--- src/rtl/jpl_adc_spi_reader.sv ---
// jpl_adc_spi_reader
//   Periodic SPI front end for a multiplexed 12-bit SAR ADC (ADC128S022-class
//   framing). It frames one conversion per period, steers the ADC input mux
//   over MOSI, and emits each result as a one-cycle o_adc_raw_valid strobe
//   with a channel tag. The result of frame k belongs to the channel that was
//   addressed in frame k-1, so the mux address always runs one channel ahead.
//
//   Optional build macro: JPL_ADC_SPI_LEADCHK_EN
//     When defined, a 1 on any leading (non-result) frame bit turns the
//     frame's strobe into an o_fault_frame pulse. When undefined, leading
//     bits are ignored and o_fault_frame is tied low.
//
// Ports
//   i_clk, i_rst_n       system clock, asynchronous active-low reset
//   i_enable             run periodic scanning
//   i_period             i_clk cycles between frame starts (latched per frame)
//   o_spi_cs_n/sclk/mosi SPI master outputs, CPOL=1
//   i_spi_miso           ADC serial data
//   o_adc_raw/_valid     last result and its one-cycle strobe
//   o_adc_chan           channel tag of o_adc_raw
//   o_busy               frame machinery not idle
//   o_fault_overrun      sticky: latched period shorter than one frame
//   o_fault_frame        one-cycle pulse: leading-bit error

module jpl_adc_spi_reader #(
    parameter int B        = 12,
    parameter int N        = 2,
    parameter int ADDR_W   = 3,
    parameter int ADDR_POS = 2,
    parameter int FRAME    = 16,
    parameter int CLKDIV   = 4,
    localparam int CW      = (N > 1) ? $clog2(N) : 1
) (
    input  logic          i_clk,
    input  logic          i_rst_n,
    input  logic          i_enable,
    input  logic [15:0]   i_period,
    output logic          o_spi_cs_n,
    output logic          o_spi_sclk,
    output logic          o_spi_mosi,
    input  logic          i_spi_miso,
    output logic [B-1:0]  o_adc_raw,
    output logic          o_adc_raw_valid,
    output logic [CW-1:0] o_adc_chan,
    output logic          o_busy,
    output logic          o_fault_overrun,
    output logic          o_fault_frame
);

    localparam int DW = (CLKDIV > 1) ? $clog2(CLKDIV) : 1;
    localparam int BW = $clog2(FRAME + 1);
    localparam int LEAD = FRAME - B;
    // Shortest achievable frame-to-frame spacing: CS-low time plus QUIET.
    localparam logic [31:0] PMIN = 32'(CLKDIV * (2 * FRAME + 3));
    // Left shift that puts the address MSB at frame bit ADDR_POS.
    localparam int SH = FRAME - ADDR_POS - ADDR_W;

    typedef enum logic [2:0] {IDLE, SETUP, SHIFT, HOLD, QUIET} state_t;

    state_t            state;
    logic [DW-1:0]     div_cnt;
    logic [BW-1:0]     bit_cnt;
    logic [FRAME-1:0]  tx_sh;
    logic [B-1:0]      rx_sh;
    logic [15:0]       per_cnt;
    logic [15:0]       per_q;
    logic              run;        // scanning since the last enable rise
    logic [CW-1:0]     chan_q;     // k mod N for the frame in flight / next frame

    logic              cs_n_q, sclk_q, mosi_q, valid_q, busy_q, ovr_q;
    logic [B-1:0]      raw_q;
    logic [CW-1:0]     chan_o_q;

    logic              div_last, expired, start;
    logic [CW-1:0]     chan_nxt;
    logic [FRAME-1:0]  tx_load;

`ifdef JPL_ADC_SPI_LEADCHK_EN
    logic              lead_err;
    logic              ffr_q;
`endif

    always_comb begin
        div_last = (div_cnt == DW'(CLKDIV - 1));
        // The count that is reached on the next cycle decides the start, so
        // CS falls exactly i_period cycles after the previous CS fall.
        expired  = !run || (({1'b0, per_cnt} + 17'd1) >= {1'b0, per_q});
        start    = i_enable && expired &&
                   ((state == IDLE) || ((state == QUIET) && div_last));
        chan_nxt = (chan_q == CW'(N - 1)) ? '0 : chan_q + 1'b1;
        tx_load  = FRAME'(ADDR_W'(chan_nxt)) << SH;
    end

    always_ff @(posedge i_clk or negedge i_rst_n) begin
        if (!i_rst_n) begin
            state    <= IDLE;
            div_cnt  <= '0;
            bit_cnt  <= '0;
            tx_sh    <= '0;
            rx_sh    <= '0;
            per_cnt  <= '0;
            per_q    <= '0;
            run      <= 1'b0;
            chan_q   <= '0;
            cs_n_q   <= 1'b1;
            sclk_q   <= 1'b1;
            mosi_q   <= 1'b0;
            valid_q  <= 1'b0;
            busy_q   <= 1'b0;
            ovr_q    <= 1'b0;
            raw_q    <= '0;
            chan_o_q <= '0;
`ifdef JPL_ADC_SPI_LEADCHK_EN
            lead_err <= 1'b0;
            ffr_q    <= 1'b0;
`endif
        end else begin
            valid_q <= 1'b0;
`ifdef JPL_ADC_SPI_LEADCHK_EN
            ffr_q   <= 1'b0;
`endif
            if (per_cnt != '1)
                per_cnt <= per_cnt + 1'b1;

            case (state)
                IDLE: begin
                    if (!i_enable) begin
                        run    <= 1'b0;
                        chan_q <= '0;
                        ovr_q  <= 1'b0;
                    end
                end
                SETUP: begin
                    if (div_last) begin
                        div_cnt <= '0;
                        state   <= SHIFT;
                        sclk_q  <= 1'b0;
                        mosi_q  <= tx_sh[FRAME-1];
                        tx_sh   <= tx_sh << 1;
                    end else begin
                        div_cnt <= div_cnt + 1'b1;
                    end
                end
                SHIFT: begin
                    if (div_last) begin
                        div_cnt <= '0;
                        if (!sclk_q) begin
                            // This edge drives SCLK high: capture MISO now.
                            sclk_q  <= 1'b1;
                            rx_sh   <= {rx_sh[B-2:0], i_spi_miso};
                            bit_cnt <= bit_cnt + 1'b1;
`ifdef JPL_ADC_SPI_LEADCHK_EN
                            if ((bit_cnt < BW'(LEAD)) && i_spi_miso)
                                lead_err <= 1'b1;
`endif
                        end else if (bit_cnt == BW'(FRAME)) begin
                            state  <= HOLD;
                            mosi_q <= 1'b0;
                        end else begin
                            sclk_q <= 1'b0;
                            mosi_q <= tx_sh[FRAME-1];
                            tx_sh  <= tx_sh << 1;
                        end
                    end else begin
                        div_cnt <= div_cnt + 1'b1;
                    end
                end
                HOLD: begin
                    if (div_last) begin
                        div_cnt <= '0;
                        cs_n_q  <= 1'b1;
                        state   <= QUIET;
                        chan_q  <= chan_nxt;
`ifdef JPL_ADC_SPI_LEADCHK_EN
                        if (lead_err) begin
                            ffr_q <= 1'b1;
                        end else begin
                            valid_q  <= 1'b1;
                            raw_q    <= rx_sh;
                            chan_o_q <= chan_q;
                        end
`else
                        valid_q  <= 1'b1;
                        raw_q    <= rx_sh;
                        chan_o_q <= chan_q;
`endif
                    end else begin
                        div_cnt <= div_cnt + 1'b1;
                    end
                end
                QUIET: begin
                    if (div_last) begin
                        div_cnt <= '0;
                        if (!start) begin
                            state  <= IDLE;
                            busy_q <= 1'b0;
                        end
                    end else begin
                        div_cnt <= div_cnt + 1'b1;
                    end
                end
                default: begin
                    state  <= IDLE;
                    busy_q <= 1'b0;
                end
            endcase

            // Frame start; from QUIET this skips IDLE so an overrun or a zero
            // period gives back-to-back frames at the minimum spacing.
            if (start) begin
                state   <= SETUP;
                busy_q  <= 1'b1;
                run     <= 1'b1;
                cs_n_q  <= 1'b0;
                sclk_q  <= 1'b1;
                mosi_q  <= 1'b0;
                div_cnt <= '0;
                bit_cnt <= '0;
                per_cnt <= '0;
                per_q   <= i_period;
                tx_sh   <= tx_load;
                if ((i_period != 16'd0) && ({16'd0, i_period} < PMIN))
                    ovr_q <= 1'b1;
`ifdef JPL_ADC_SPI_LEADCHK_EN
                lead_err <= 1'b0;
`endif
            end
        end
    end

    assign o_spi_cs_n      = cs_n_q;
    assign o_spi_sclk      = sclk_q;
    assign o_spi_mosi      = mosi_q;
    assign o_adc_raw       = raw_q;
    assign o_adc_raw_valid = valid_q;
    assign o_adc_chan      = chan_o_q;
    assign o_busy          = busy_q;
    assign o_fault_overrun = ovr_q;
`ifdef JPL_ADC_SPI_LEADCHK_EN
    assign o_fault_frame   = ffr_q;
`else
    assign o_fault_frame   = 1'b0;
`endif

endmodule

--- config.mk ---
export PLATFORM = sky130hd
export DESIGN_NAME = jpl_adc_spi_reader
export DESIGN_NICKNAME = d
export VERILOG_FILES = /design/src/rtl/jpl_adc_spi_reader.sv
export SDC_FILE = /design/constraint.sdc
export NUM_CORES = 1
export LEC_CHECK = 0
export ABC_AREA = 1
export CORE_MARGIN = 2
export CORE_UTILIZATION = 55
export DETAILED_ROUTE_END_ITERATION = 10
export GPL_ROUTABILITY_DRIVEN = 0
export PLACE_DENSITY = 0.81
export RECOVER_POWER = 25
export REMOVE_ABC_BUFFERS = 1
export SYNTH_ARGS = -nofsm -noshare
export SYNTH_HDL_FRONTEND = slang
export SYNTH_SLANG_ARGS = --single-unit
--- constraint.sdc ---
create_clock -name i_clk -period 7.1 [get_ports i_clk]
set_clock_uncertainty 0.2 [all_clocks]
set_input_delay 1.775 -clock i_clk [delete_from_list [all_inputs] [get_ports i_clk]]
set_output_delay 1.775 -clock i_clk [all_outputs]
set_load 0.02 [all_outputs]
# == After elaboration in Yosys (flattened, before gate mapping) ==
# Index checks and enable logic that the tools add are counted.
# totals
n_memories,0
output_inout_bits,20
latch_bits,0
ramBits,0
word_cells,127
regBits,91
rom_bits,0
in_bits,20
# op_classes
bitwise_logic,1
shift,0
addsub,5
muxes,52
eq_ne,20
n_lt_le_gt_ge,2
multipliers,0
n_div,0
reduce_logical,30
# op_table
cell,n
two-way mux 16 bit,7
one-hot mux 16 bit (2 select lines),1
two-way mux 1 bit,25
two-way mux 3 bit,7
!= test 3 bit (second input constant),7
two-way mux 5 bit,4
adder 16 x 1 -> 17 bit (second input constant),1
>= comparator 17 x 16 -> 1 bit,1
adder 16 x 1 -> 16 bit (second input constant),1
less-than comparator 16 x 8 -> 1 bit (second input constant),1
!= test 16 bit (second input constant),1
nonzero test 16 bit,1
one-hot mux 3 bit (5 select lines),1
nonzero test 2 bit,7
AND reduction 3 bit,4
one-hot mux 1 bit (2 select lines),4
AND reduction 2 bit,4
OR reduction 4 bit,2
AND reduction 7 bit,1
equality test 3 x 2 -> 1 bit (second input constant),2
two-way mux 2 bit,3
!= test 2 x 1 -> 1 bit (second input constant),3
!= test 2 bit (second input constant),3
adder 5 x 1 -> 5 bit (second input constant),1
14 further kinds,18

# == Depth between registers and ports, before layout ==
# depth
word_depth,7
ltp_mapped,24

# == Worst setup path after synthesis ==
# Ideal clock, no wire load.
# synth_timing
kind,input-to-reg
startpoint,input port i_enable
endpoint,register ovr_q (netlist: o_fault_overrun)
t_arrival_ps,2618
required_time_ps,6834
n_path_buf,2
setup_slack_ps,4216
path_stages,5
path_cell_list,o211a_1 > clkbuf_1 > clkbuf_1 > nand3_1 > nand2_1
# synth_via
elab_chain_cells,4
# synth_lines
element,line_no,source
start: declaration,36,"input logic i_enable,"
two-way mux 1 bit,127,if (!i_enable) begin
two-way mux 1 bit,125,case (state)
two-way mux 1 bit,222,"if ((i_period != 16'd0) && ({16'd0, i_period} < PMIN))"
two-way mux 1 bit *,210,if (start) begin
end signal: assignment,110,ovr_q <= 1'b0;
end signal: assignment,130,ovr_q <= 1'b0;
end signal: assignment,223,ovr_q <= 1'b1;
end: declaration,70,"logic cs_n_q, sclk_q, mosi_q, valid_q, busy_q, ovr_q;"
# Every way passes the cells marked *; elsewhere a longest branch is shown, timed or not.
# A chain may end at the register's enable or synchronous reset.

# == Final worst setup path ==
# layout_timing
startpoint,register per_cnt[0]
endpoint,register per_q[9]
# layout_via
elab_chain_cells,5
# layout_lines
element,line_no,source
start: declaration,65,logic [15:0] per_cnt;
start signal: assignment,123,per_cnt <= per_cnt + 1'b1;
adder 16 x 1 -> 17 bit,87,"expired = !run || (({1'b0, per_cnt} + 17'd1) >= {1'b0, per_q});"
>= comparator 17 x 16 -> 1 bit,87,
logical OR 1 bit,87,
logical AND 1 bit (2 in series),88,start = i_enable && expired &&
end signal: assignment,220,per_q <= i_period;
end: declaration,66,logic [15:0] per_q;
# No other way between the ends.

==> flow_summary.yaml <==
cells_and_area:
  fillerInstances: 604
  final_nets: 576
  design_area_mm2: 0.00478
  area_delta_synth_final_pct: 15.2
  num_antenna_cells: 0
  ratio_of_cells_with_drive_above_1_in_the_final_layout_pct: 5.91
routing:
  post-route-drc-count: 0
  route.vias.total: 3305
  postRouteAntennaNets: 0
  vias_per_cell: 5.16
  detail_route.wl_per_cell_um: 13.6
  initialDrtViolationCount: 174
  route.final.wire_length_um: 8690
  drt_pre_antenna_iters: 4
clocking:
  postCtsResizedCells: 0
  ctsLongestPathBuffers: 2
  clk-insertion-delay-late_ps: 350
  ctsHoldBuffers: 0
  cts-buffers-inserted: 9
  clk_root_buffer_cell: "clkbuf_8"
  post-cts-setup-buffers: 0
  tritoncts: "yes"
  clkTransAtPathRegs_ps: 90
  cts.htree.levels: 3
  clock-sinks: 80
yosys:
  yosysSeqAreaShare_pct: 48.3
  synth_cell_types: 34
  post_synth_inst_count: 505
  synth.mux.area_fraction_pct: 0.754
  syn_area_mm2: 0.00415
  adder_and_majority_gate_portion_of_the_synthesized_area_pct: 6.03
  synth.avg_cell_area_um2: 8.22
  synth_top_family_by_area: "simple AND/OR/NAND/NOR gates"
  yosys_warning_count: 0
  share_of_the_synthesized_area_in_compound_gates_ao_oa_aoi_oai_pct: 9.65
  yosys_register_bits: 80
  synth_simple_gate_area_share_pct: 22.6
  yosys.area_share.xor_xnor_pct: 3.59
timing:
  accumulated_negative_setup_slack_ps: 0
  total_setup_violations_reported_at_the_end_of_the_flow: 0
  final_period_minus_worst_setup_slack_ps: 4340
  setup_repair_after_global_routing_missed_its_margin: "no"
  slew_headroom_pct: 24.6
  final-hold-violation-count: 0
  period_share_pct: 61.1
  report.final.slew_viol_count: 0
  fmax_mhz: 231
  tightestPinTransition_ps: 1130
grt:
  grt_pass1_vias: 3374
  global_route_wire_length_before_repair_um: 15100
  groute.usage.overall_pct: 22.8
  antenna_violations_before_repair: 0
  grt_overflow_total: 0
  maximum_number_of_pins_on_one_net_before_global_route_repair: 81
setup_path:
  critical_path.endpoint: "per_q[9]"
  setup.worst_path.start: "per_cnt[0]"
  wp_data_required_ps: 7140
  crit_top_cell: "nand2_1"
  endpoint_kind: "flip-flop"
  number_of_cells_on_the_worst_reg_to_reg_path: 23
  crit_path_start_kind: "flip-flop"
  r2r_end: "per_q[9]"
  slowest_stage: "nand2_1"
  worst_r2r_startpoint: "per_cnt[0]"
  critical_path_class: "reg -> reg"
  worst-path-max-fanout: 48
  timing.reg2reg.setup_slack_ps: 2760
  crit_path_cell_trace: "ha_1, nand2_1, nor2_2, nand2_2, nor2_4, nand2_1, nor2_1, xnor2_1, inv_1, ha_1, nand2_1, inv_1, nand2_1, nor2_1, a21oi_1, nand2_1, nand2_1, nand2_1, nand2_1, nand2_2, nand2_1, nand2_1, nand2_1"
  cp_slowest_stage_delay_ps: 680
  worstPathArrival_ps: 4380
power:
  peakVddDrop_mv: 0.148
  p_per_area_mw_per_mm2: 179
  power.static_leakage_nw: 2.34
die:
  io_pins: 40
  core_area_mm2: 0.00729
  die_wd_um: 90.9
  die_height_um: 90.9
  initial_util_pct: 56.9
  fp.dieArea_mm2: 0.00825
  fp-row-count: 31
status:
  status: "finished clean"
hold_path:
  min_path_type: "reg -> reg"
  beginning_of_the_worst_hold_path: "per_q[6]"
flow_run:
  number_of_maximum_capacitance_constraint_violations: 0
placement:
  dp_hpwl_um: 6050
  dpl_cell_area_mm2: 0.00456
  port-buffer-count: 38
-- area by class of cell --
| class | instances | area, um^2 | area share [%] |
|---|---|---|---|
| well taps | 99 | 124 | 2.59 |
| clock inverters | 7 | 101 | 2.12 |
| multi-input cells | 335 | 1770 | 37.1 |
| flip-flops and latches | 80 | 2000 | 41.9 |
| repair buffers | 40 | 389 | 8.14 |
| inverters | 70 | 263 | 5.50 |
| clock buffers | 9 | 124 | 2.59 |
-- power breakdown --
| group | leakage [nW] | switching, W | internal, W | total (W) |
|---|---|---|---|---|
| combinational | 1.24 | 0.0000142 | 0.0000104 | 0.0000246 |
| sequential | 0.997 | 0.00000109 | 0.000457 | 0.000458 |
| clock | 0.106 | 0.000173 | 0.000201 | 0.000373 |
| total | 2.34 | 0.000188 | 0.000668 | 0.000856 |
-- cells in the final DEF (no fill, tap or decap), types with 13 or more instances in the layout --
cell             instances
xor2_1                  13
nand2_1                127
ha_1                    20
o21ai_0                 31
nor2_1                  43
clkdlybuf4s50_1         37
dfrtp_1                 78
a21oi_1                 32
nand3_1                 27
inv_1                   67
-- how the worst min path moves through the flow --
stage               slack [ps]         to  depth (start not counted)
global placement           260   per_q[7]                          2
CTS                        280   per_q[6]                          2
floorplan                  240  per_q[10]                          2
global route               300   per_q[2]                          2
finish                     280   per_q[6]                          2
detailed placement         260  per_q[15]                          2
-- sequential cells by signal, indices dropped and copies added (netlist names), 2 cells and up --
signal and flops:
tx_sh 5, state 3, per_q 16, bit_cnt 5
per_cnt 16, o_adc_raw 12, div_cnt 2, rx_sh 12
-- cell families (layout without fill, tap and decap cells) --
| group | count (synthesis) | count (layout) |
|---|---|---|
| AND/OR/NAND/NOR | 220 | 220 |
| buffers and inverters | 90 | 126 |
| flip-flops | 80 | 80 |
| AO/OA/AOI/OAI | 74 | 74 |
| adder cells (fa/ha/maj) | 20 | 20 |
| XOR/XNOR | 17 | 17 |
| multiplexers | 3 | 3 |
| other | 1 | 1 |
-- per-stage QoR --
step,setup slack (ps),std cells,util (%),hold slack [ps],power (W)
3_3_place_gp,3090,624,62.5,255,0.000492
2_1_floorplan,3520,485,-,242,0.000470
6_report,2760,640,65.5,280,0.000856
3_5_place_dp,2850,624,62.5,260,0.000492
5_1_grt,2250,640,65.5,299,0.000892
4_1_cts,2800,640,65.6,282,0.000865
-- layer usage --
metal | up-vias | part of all wire (%) | global-route usage, %
met5 | - | 0 | 0
met4 | 0 | 2.3 | 9.09
met3 | 17 | 3.0 | 3.67
met2 | 51 | 51 | 39.9
met1 | 1572 | 43 | 28.3
li1 | 1665 | - | -
-- synthesized netlist by cell type --
cell | count | area share [%]
mux2_2 | 1 | 0.27
nand3_1 | 27 | 3.3
o211a_1 | 1 | 0.24
xnor2_1 | 4 | 0.84
nor2_4 | 1 | 0.27
nor2_1 | 43 | 3.9
nor2_8 | 1 | 0.48
buf_6 | 2 | 0.54
o21a_1 | 1 | 0.18
ha_1 | 20 | 6.0
nor2_2 | 1 | 0.15
nand4_1 | 7 | 1.1
a21oi_1 | 32 | 3.9
mux2i_1 | 2 | 0.48
dfstp_2 | 2 | 1.3
nor3_1 | 3 | 0.36
nand2_1 | 127 | 11
nor4_1 | 4 | 0.60
a22oi_1 | 1 | 0.18
dfrtp_1 | 78 | 47
o31ai_1 | 1 | 0.18
buf_4 | 3 | 0.54
inv_2 | 4 | 0.36
buf_2 | 5 | 0.60
a21boi_0 | 7 | 1.3
nand2_2 | 2 | 0.30
inv_1 | 66 | 6.0
xor2_1 | 13 | 2.7
nand3b_1 | 1 | 0.18
conb_1 | 1 | 0.090
nand4_2 | 1 | 0.30
o21ai_0 | 31 | 3.7
or2_2 | 2 | 0.30
clkbuf_1 | 10 | 0.90
-- critical path: cells and delay by family (launching register included) --
kind            cells  cell delay, ps
buf+inv             2             150
simple gates       17            2720
compound gates      1              60
xor+xnor            1             140
fa+ha+maj           2             500
flops               1             430
(Power assumes the default switching activity.)
